--- src/rtl/medidor_periodo_if.sv ---
// medidor_periodo signal bundle: slow input, enable and measurement results.
// master drives SINALIN/ENABLE; slave is the period meter.
interface medidor_periodo_if #(
    parameter int WIDTH = 27
);
    logic             SINALIN;
    logic             ENABLE;
    logic             PULSO;
    logic             VALIDO;
    logic [WIDTH-1:0] PERIODO;
    logic             TIMEOUT_FLAG;

    modport master (
        output SINALIN,
        output ENABLE,
        input  PULSO,
        input  VALIDO,
        input  PERIODO,
        input  TIMEOUT_FLAG
    );

    modport slave (
        input  SINALIN,
        input  ENABLE,
        output PULSO,
        output VALIDO,
        output PERIODO,
        output TIMEOUT_FLAG
    );
endinterface

--- src/rtl/medidor_periodo.sv ---
// Period meter for a slow async square wave: sync, edge tick, period, loss flag.
// Optional glitch filter before the edge detector: define FILTRO_EN.
module medidor_periodo #(
    parameter int               WIDTH       = 27,
    parameter logic [WIDTH-1:0] TIMEOUT     = WIDTH'(100000000),
    parameter int               SYNC_STAGES = 2,
    parameter int               FILTRO_LEN  = 4
) (
    input  logic              CLOCKIN,
    input  logic              RESET,
    medidor_periodo_if.slave  bus
);

    localparam logic [1:0] IDLE    = 2'd0;
    localparam logic [1:0] ARMED   = 2'd1;
    localparam logic [1:0] MEASURE = 2'd2;
    localparam logic [1:0] STALL   = 2'd3;

    localparam logic [WIDTH-1:0] TLAST = TIMEOUT - WIDTH'(1);

    logic [SYNC_STAGES-1:0] sync_q;
    logic                   nivel;
    logic [1:0]             edge_q;
    logic                   rise;
    logic [1:0]             estado;
    logic [WIDTH-1:0]       contador;

    // Bring SINALIN into the CLOCKIN domain
    always_ff @(posedge CLOCKIN or posedge RESET) begin
        if (RESET) begin
            sync_q <= '0;
        end else begin
            sync_q <= {sync_q[SYNC_STAGES-2:0], bus.SINALIN};
        end
    end

`ifdef FILTRO_EN
    localparam int FW = (FILTRO_LEN > 1) ? $clog2(FILTRO_LEN) : 1;

    logic          filt_q;
    logic [FW-1:0] filt_cnt;

    // Accept a level change only after FILTRO_LEN stable cycles
    always_ff @(posedge CLOCKIN or posedge RESET) begin
        if (RESET) begin
            filt_q   <= 1'b0;
            filt_cnt <= '0;
        end else if (sync_q[SYNC_STAGES-1] != filt_q) begin
            if (filt_cnt == FW'(FILTRO_LEN - 1)) begin
                filt_q   <= sync_q[SYNC_STAGES-1];
                filt_cnt <= '0;
            end else begin
                filt_cnt <= filt_cnt + FW'(1);
            end
        end else begin
            filt_cnt <= '0;
        end
    end

    assign nivel = filt_q;
`else
    assign nivel = sync_q[SYNC_STAGES-1];
`endif

    // Current and previous level for rising-edge detection
    always_ff @(posedge CLOCKIN or posedge RESET) begin
        if (RESET) begin
            edge_q <= 2'b00;
        end else begin
            edge_q <= {edge_q[0], nivel};
        end
    end

    assign rise = edge_q[0] & ~edge_q[1];

    // Measurement FSM, period counter and registered outputs
    always_ff @(posedge CLOCKIN or posedge RESET) begin
        if (RESET) begin
            estado           <= IDLE;
            contador         <= '0;
            bus.PULSO        <= 1'b0;
            bus.VALIDO       <= 1'b0;
            bus.PERIODO      <= '0;
            bus.TIMEOUT_FLAG <= 1'b0;
        end else begin
            bus.PULSO  <= rise && (estado != IDLE);
            bus.VALIDO <= 1'b0;
            if (!bus.ENABLE) begin
                estado           <= IDLE;
                contador         <= '0;
                bus.TIMEOUT_FLAG <= 1'b0;
            end else begin
                unique case (estado)
                    IDLE: begin
                        contador         <= '0;
                        bus.TIMEOUT_FLAG <= 1'b0;
                        estado           <= ARMED;
                    end
                    ARMED: begin
                        contador <= '0;
                        if (rise) begin
                            estado <= MEASURE;
                        end
                    end
                    MEASURE: begin
                        if (rise) begin
                            bus.PERIODO <= contador + WIDTH'(1);
                            bus.VALIDO  <= 1'b1;
                            contador    <= '0;
                        end else if (contador == TLAST) begin
                            estado           <= STALL;
                            bus.TIMEOUT_FLAG <= 1'b1;
                        end else begin
                            contador <= contador + WIDTH'(1);
                        end
                    end
                    STALL: begin
                        if (rise) begin
                            bus.TIMEOUT_FLAG <= 1'b0;
                            contador         <= '0;
                            estado           <= MEASURE;
                        end
                    end
                    default: begin
                        estado <= IDLE;
                    end
                endcase
            end
        end
    end

endmodule

--- src/flat_wrapper.sv ---
// flat-port wrapper written by rule: the top's interface ports become plain ports
module medidor_periodo_flat 
#(
    parameter int               WIDTH       = 27,
    parameter logic [WIDTH-1:0] TIMEOUT     = WIDTH'(100000000),
    parameter int               SYNC_STAGES = 2,
    parameter int               FILTRO_LEN  = 4
)
  (CLOCKIN, RESET, bus_SINALIN, bus_ENABLE, bus_PULSO, bus_VALIDO, bus_PERIODO, bus_TIMEOUT_FLAG);
  medidor_periodo_if #(.WIDTH(WIDTH)) bus_i ();
  input  logic CLOCKIN;
  input  logic RESET;
  input wire logic [$bits(bus_i.SINALIN)-1:0] bus_SINALIN;
  input wire logic [$bits(bus_i.ENABLE)-1:0] bus_ENABLE;
  output wire logic [$bits(bus_i.PULSO)-1:0] bus_PULSO;
  output wire logic [$bits(bus_i.VALIDO)-1:0] bus_VALIDO;
  output wire logic [$bits(bus_i.PERIODO)-1:0] bus_PERIODO;
  output wire logic [$bits(bus_i.TIMEOUT_FLAG)-1:0] bus_TIMEOUT_FLAG;
  assign bus_i.SINALIN = bus_SINALIN;
  assign bus_i.ENABLE = bus_ENABLE;
  assign bus_PULSO = bus_i.PULSO;
  assign bus_VALIDO = bus_i.VALIDO;
  assign bus_PERIODO = bus_i.PERIODO;
  assign bus_TIMEOUT_FLAG = bus_i.TIMEOUT_FLAG;
  medidor_periodo #(.WIDTH(WIDTH), .TIMEOUT(TIMEOUT), .SYNC_STAGES(SYNC_STAGES), .FILTRO_LEN(FILTRO_LEN)) u_core (.CLOCKIN(CLOCKIN), .RESET(RESET), .bus(bus_i));
endmodule
--- config.mk ---
export PLATFORM = sky130hd
export DESIGN_NAME = medidor_periodo_flat
export DESIGN_NICKNAME = d
export VERILOG_FILES = /design/src/rtl/medidor_periodo_if.sv /design/src/rtl/medidor_periodo.sv /design/src/flat_wrapper.sv
export SDC_FILE = /design/constraint.sdc
export NUM_CORES = 1
export LEC_CHECK = 0
export CAP_MARGIN = 15
export CORE_MARGIN = 10
export CORE_UTILIZATION = 50
export CTS_BUF_LIST = sky130_fd_sc_hd__clkbuf_2 sky130_fd_sc_hd__clkbuf_4 sky130_fd_sc_hd__clkbuf_8
export DETAILED_ROUTE_END_ITERATION = 10
export PLACE_DENSITY_LB_ADDON = 0.25
export SLEW_MARGIN = 20
export SYNTH_ARGS = -nofsm -noshare
export SYNTH_HDL_FRONTEND = slang
export SYNTH_SLANG_ARGS = --single-unit
--- constraint.sdc ---
create_clock -name CLOCKIN -period 2.94 [get_ports CLOCKIN]
set_input_delay 0.441 -clock CLOCKIN [delete_from_list [all_inputs] [get_ports CLOCKIN]]
set_output_delay 0.441 -clock CLOCKIN [all_outputs]
set_load 0.01 [all_outputs]
==> results.tsv <==
stage	metric	value	unit
power	power_switching_share	24.69	%
timing	finalHoldViolCount	0	
grt	overflow	0	
timing	period_share	87.14	%
floorplan	initial_core_util	51.43	%
synthesis	async_flop_share	100.0	%
timing	fin_crit	2.562	ns
placed_design	gp_congestion	0.9022	
timing	slew_violations	0	
floorplan	io_pins	34	
setup_path	reg2reg_depth	7	
setup_path	critPathLaunch	u_core.contador[0]	
grt	grt_max_degree	34	
status	outcome	finished clean	
placed_design	dpl_cell_area	3622	um^2
final_layout	mostFrequentLayoutCells	63 x dfrtp_1, 36 x nand2_1, 33 x clkdlybuf4s50_1, 25 x o21ai_0, 16 x a21oi_1	
drt	wirelength	7199	um
clocking	clockBufferDepth	2	
grt	antenna_found_initial	0	
timing	fmax	390.3	MHz
final_layout	mostFrequentLayoutCell	dfrtp_1	
setup_path	cp-endpoint	u_core.contador[24]	
drt	first_pass_iters	4	
min_path	hold_class	reg2reg	
clocking	clock-sinks	63	
synthesis	syn_inst	331	
synthesis	dominantRegCellSynth	dfrtp_1	
timing	finalSetupViolations	0	
setup_path	start_kind	register	
timing	slew_headroom	55.06	%
drt	drt-initial-drc-count	217	
power	powerDensity	482.4	nW/um^2
synthesis	synth_edf_count	0	
setup_path	path_cells	ha_1 -> and4_1 -> nand3_1 -> o31ai_4 -> buf_12 -> nor3b_1 -> a221o_1	
power	p_leak	1.740	nW
floorplan	die_area	10120	um^2
clocking	tritoncts	done	
setup_path	cp.depth	7	
synthesis	synthesis.nets	339	
floorplan	die_h	100.6	um
clocking	clkSlewWorstSetupHoldPaths	0.07	ns
power	p_seq_share	49.9	%
synthesis	synth_area_leaders	dfrtp_1 49%, nand2_1 4.2%, o21ai_0 3.9%	
timing	rsz0062_at_grt	no	
setup_path	required	3.17	ns
setup_path	r2r_slack	0.38	ns
final_layout	stdcell_area	3821	um^2
setup_path	worst-path-max-fanout	17	
power	clkPwrFrac	40.5	%
timing	setup-tns-final	0	ns
clocking	clockRootBuffer	clkbuf_8	
job	drv_cap	0	
setup_path	cp_slowest_cell	o31ai_4	
power	fin_total_pwr	1.843	mW
synthesis	ys_ff_latch	63	
power	p_comb_share	9.5	%
clocking	ctsHtreeMaxLevel	3	
synthesis	synth_cell_type_count	46	
clocking	ctsResizeCount	0	
synthesis	synth_largest_area_cell	dfrtp_1	
synthesis	yosysWarningCount	0	
drt	avgViaCountPerCell	5.896	
drt	drcViolationCount	0	
drt	wl_per_cell	16.29	um
synthesis	ys_seq_area_share	48.55	%
clocking	numCtsBuffers	9	
grt	grt_usage	15.06	%
floorplan	rows	29	
clocking	post_cts_buffers	0	
setup_path	r2r_end	u_core.contador[24]	
final_layout	antenna_cells	0	
drt	vias	2606	
synthesis	syn-cell-area	3247	um^2
clocking	holdBufCountCts	0	
grt	grt_first_pass_wirelength	12380	um
power	switchingPower	0.4552	mW
placed_design	hpwl	5044	um
timing	finClkSkew	0.005556	ns
placed_design	port_buffers	33	
synthesis	avgSynthCellArea	9.809	um^2
final_layout	nets	368	
final_layout	area_growth	17.69	%
power	irDropWorstVdd	0.0002943	V
grt	grt_pass1_vias	2629	
timing	tightest_slew	0.6731	ns
clocking	clock_latency	0.35	ns
floorplan	core_area	6314	um^2
setup_path	cp_num_buf_inv	1	
setup_path	rr_startpoint	u_core.contador[0]	
setup_path	critPathMaxStageDelay	0.50	ns
setup_path	cp.arrival	2.80	ns
floorplan	die_w	100.6	um
setup_path	crit_family	compound AO/OA/AOI/OAI gates	
drt	ant_nets	0	
setup_path	critical_path_class	reg2reg	
power	intPower	1.388	mW
setup_path	crit_path_end_kind	register	
final_layout	drive_above_1_share	8.493	%
synthesis	synth_top_area_share	48.55	%
==> synthesized netlist by cell type (2+ instances only) <==
master     n
inv_1      7
a21oi_1   16
nor2_1    10
xnor2_1    7
nor3_1    15
and3_1    13
a211o_1   10
buf_6      2
buf_2      5
a21o_1    14
clkbuf_2   2
dfrtp_1   63
nand4_1    8
xor2_1     8
a31oi_1    4
and4_1     5
or3_1      6
nor4_1     3
or4_1      5
clkbuf_1   7
a221o_1    2
buf_4      7
nand3_1   14
nor3b_1    5
a211oi_1   2
a22o_1     2
o31ai_1    7
or2_2      2
nand2_1   36
o21ai_0   25
ha_1       4
==> registers in the layout (all words and copies together), names as in the netlist <==
name / cells
u_core.contador: 27
u_core.sync_q: 2
u_core.bus.PERIODO: 27
u_core.estado: 2
u_core.bus.PULSO: 1
u_core.bus.TIMEOUT_FLAG: 1
u_core.bus.VALIDO: 1
u_core.edge_q: 2
==> worst register-to-register path: stages (launching register included) <==
cell     delay [ns]
dfrtp_1        0.48
ha_1           0.31
and4_1         0.32
nand3_1        0.27
o31ai_4        0.50
buf_12         0.21
nor3b_1        0.07
a221o_1        0.28
==> routing by layer <==
metal  global-route usage, %  wire (um)  vias to the layer above
li1                        -          -                     1274
met1                   19.09       3364                     1248
met2                   22.06       3199                       71
met3                   5.144        521                       13
met4                   8.043        114                        0
met5                       0          0                        -
==> layout make-up <==
type | instances | area (um^2)
fillers | 535 | 2492
flip-flops and latches | 63 | 1577
multi-input cells | 237 | 1504
repair buffers | 41 | 415.4
clock buffers | 14 | 186.4
well taps | 77 | 96.34
inverters | 8 | 30.03
clock inverters | 2 | 12.51
==> power by group through the flow <==
stage | Combinational (mW) | Clock [mW] | Sequential [mW]
after CTS | 0.179 | 0.756 | 0.920
after global routing | 0.196 | 0.793 | 0.925
after detailed placement | 0.178 | 0 | 0.937
after floorplan | 0.0794 | 0 | 0.946
after global placement | 0.174 | 0 | 0.933
final | 0.176 | 0.747 | 0.920
==> worst min path at each step <==
stage                startpoint               end  slack [ns]  cells after the start
2_1_floorplan  u_core.sync_q[1]  u_core.edge_q[0]        0.33                      0
3_3_place_gp   u_core.sync_q[1]  u_core.edge_q[0]        0.34                      0
3_5_place_dp   u_core.sync_q[1]  u_core.edge_q[0]        0.34                      0
4_1_cts        u_core.sync_q[1]  u_core.edge_q[0]        0.36                      0
5_1_grt        u_core.sync_q[1]  u_core.edge_q[0]        0.36                      0
6_report       u_core.sync_q[1]  u_core.edge_q[0]        0.35                      0
==> per-stage QoR <==
step / util, % / setup WS (ns) / cells / hold slack [ns]
floorplan: - / 0.8763 / 331 / 0.3312
global placement: 57.37 / 0.5151 / 426 / 0.3350
detailed placement: 57.37 / 0.4569 / 426 / 0.3419
CTS: 60.52 / 0.4449 / 442 / 0.3576
global route: 60.52 / 0.2469 / 442 / 0.3593
finish: 60.52 / 0.3780 / 442 / 0.3536
==> logic make-up (layout without fill, tap and decap cells) <==
| logic type | after synthesis | after routing | share of synthesized area, % |
|---|---|---|---|
| fa+ha+maj | 4 | 4 | 1.541 |
| compound gates | 90 | 90 | 18.77 |
| simple gates | 128 | 128 | 21.97 |
| flops | 63 | 63 | 48.55 |
| buf+inv | 31 | 65 | 5.125 |
| xor+xnor | 15 | 15 | 4.046 |
Power figures use the tool's default switching activity.
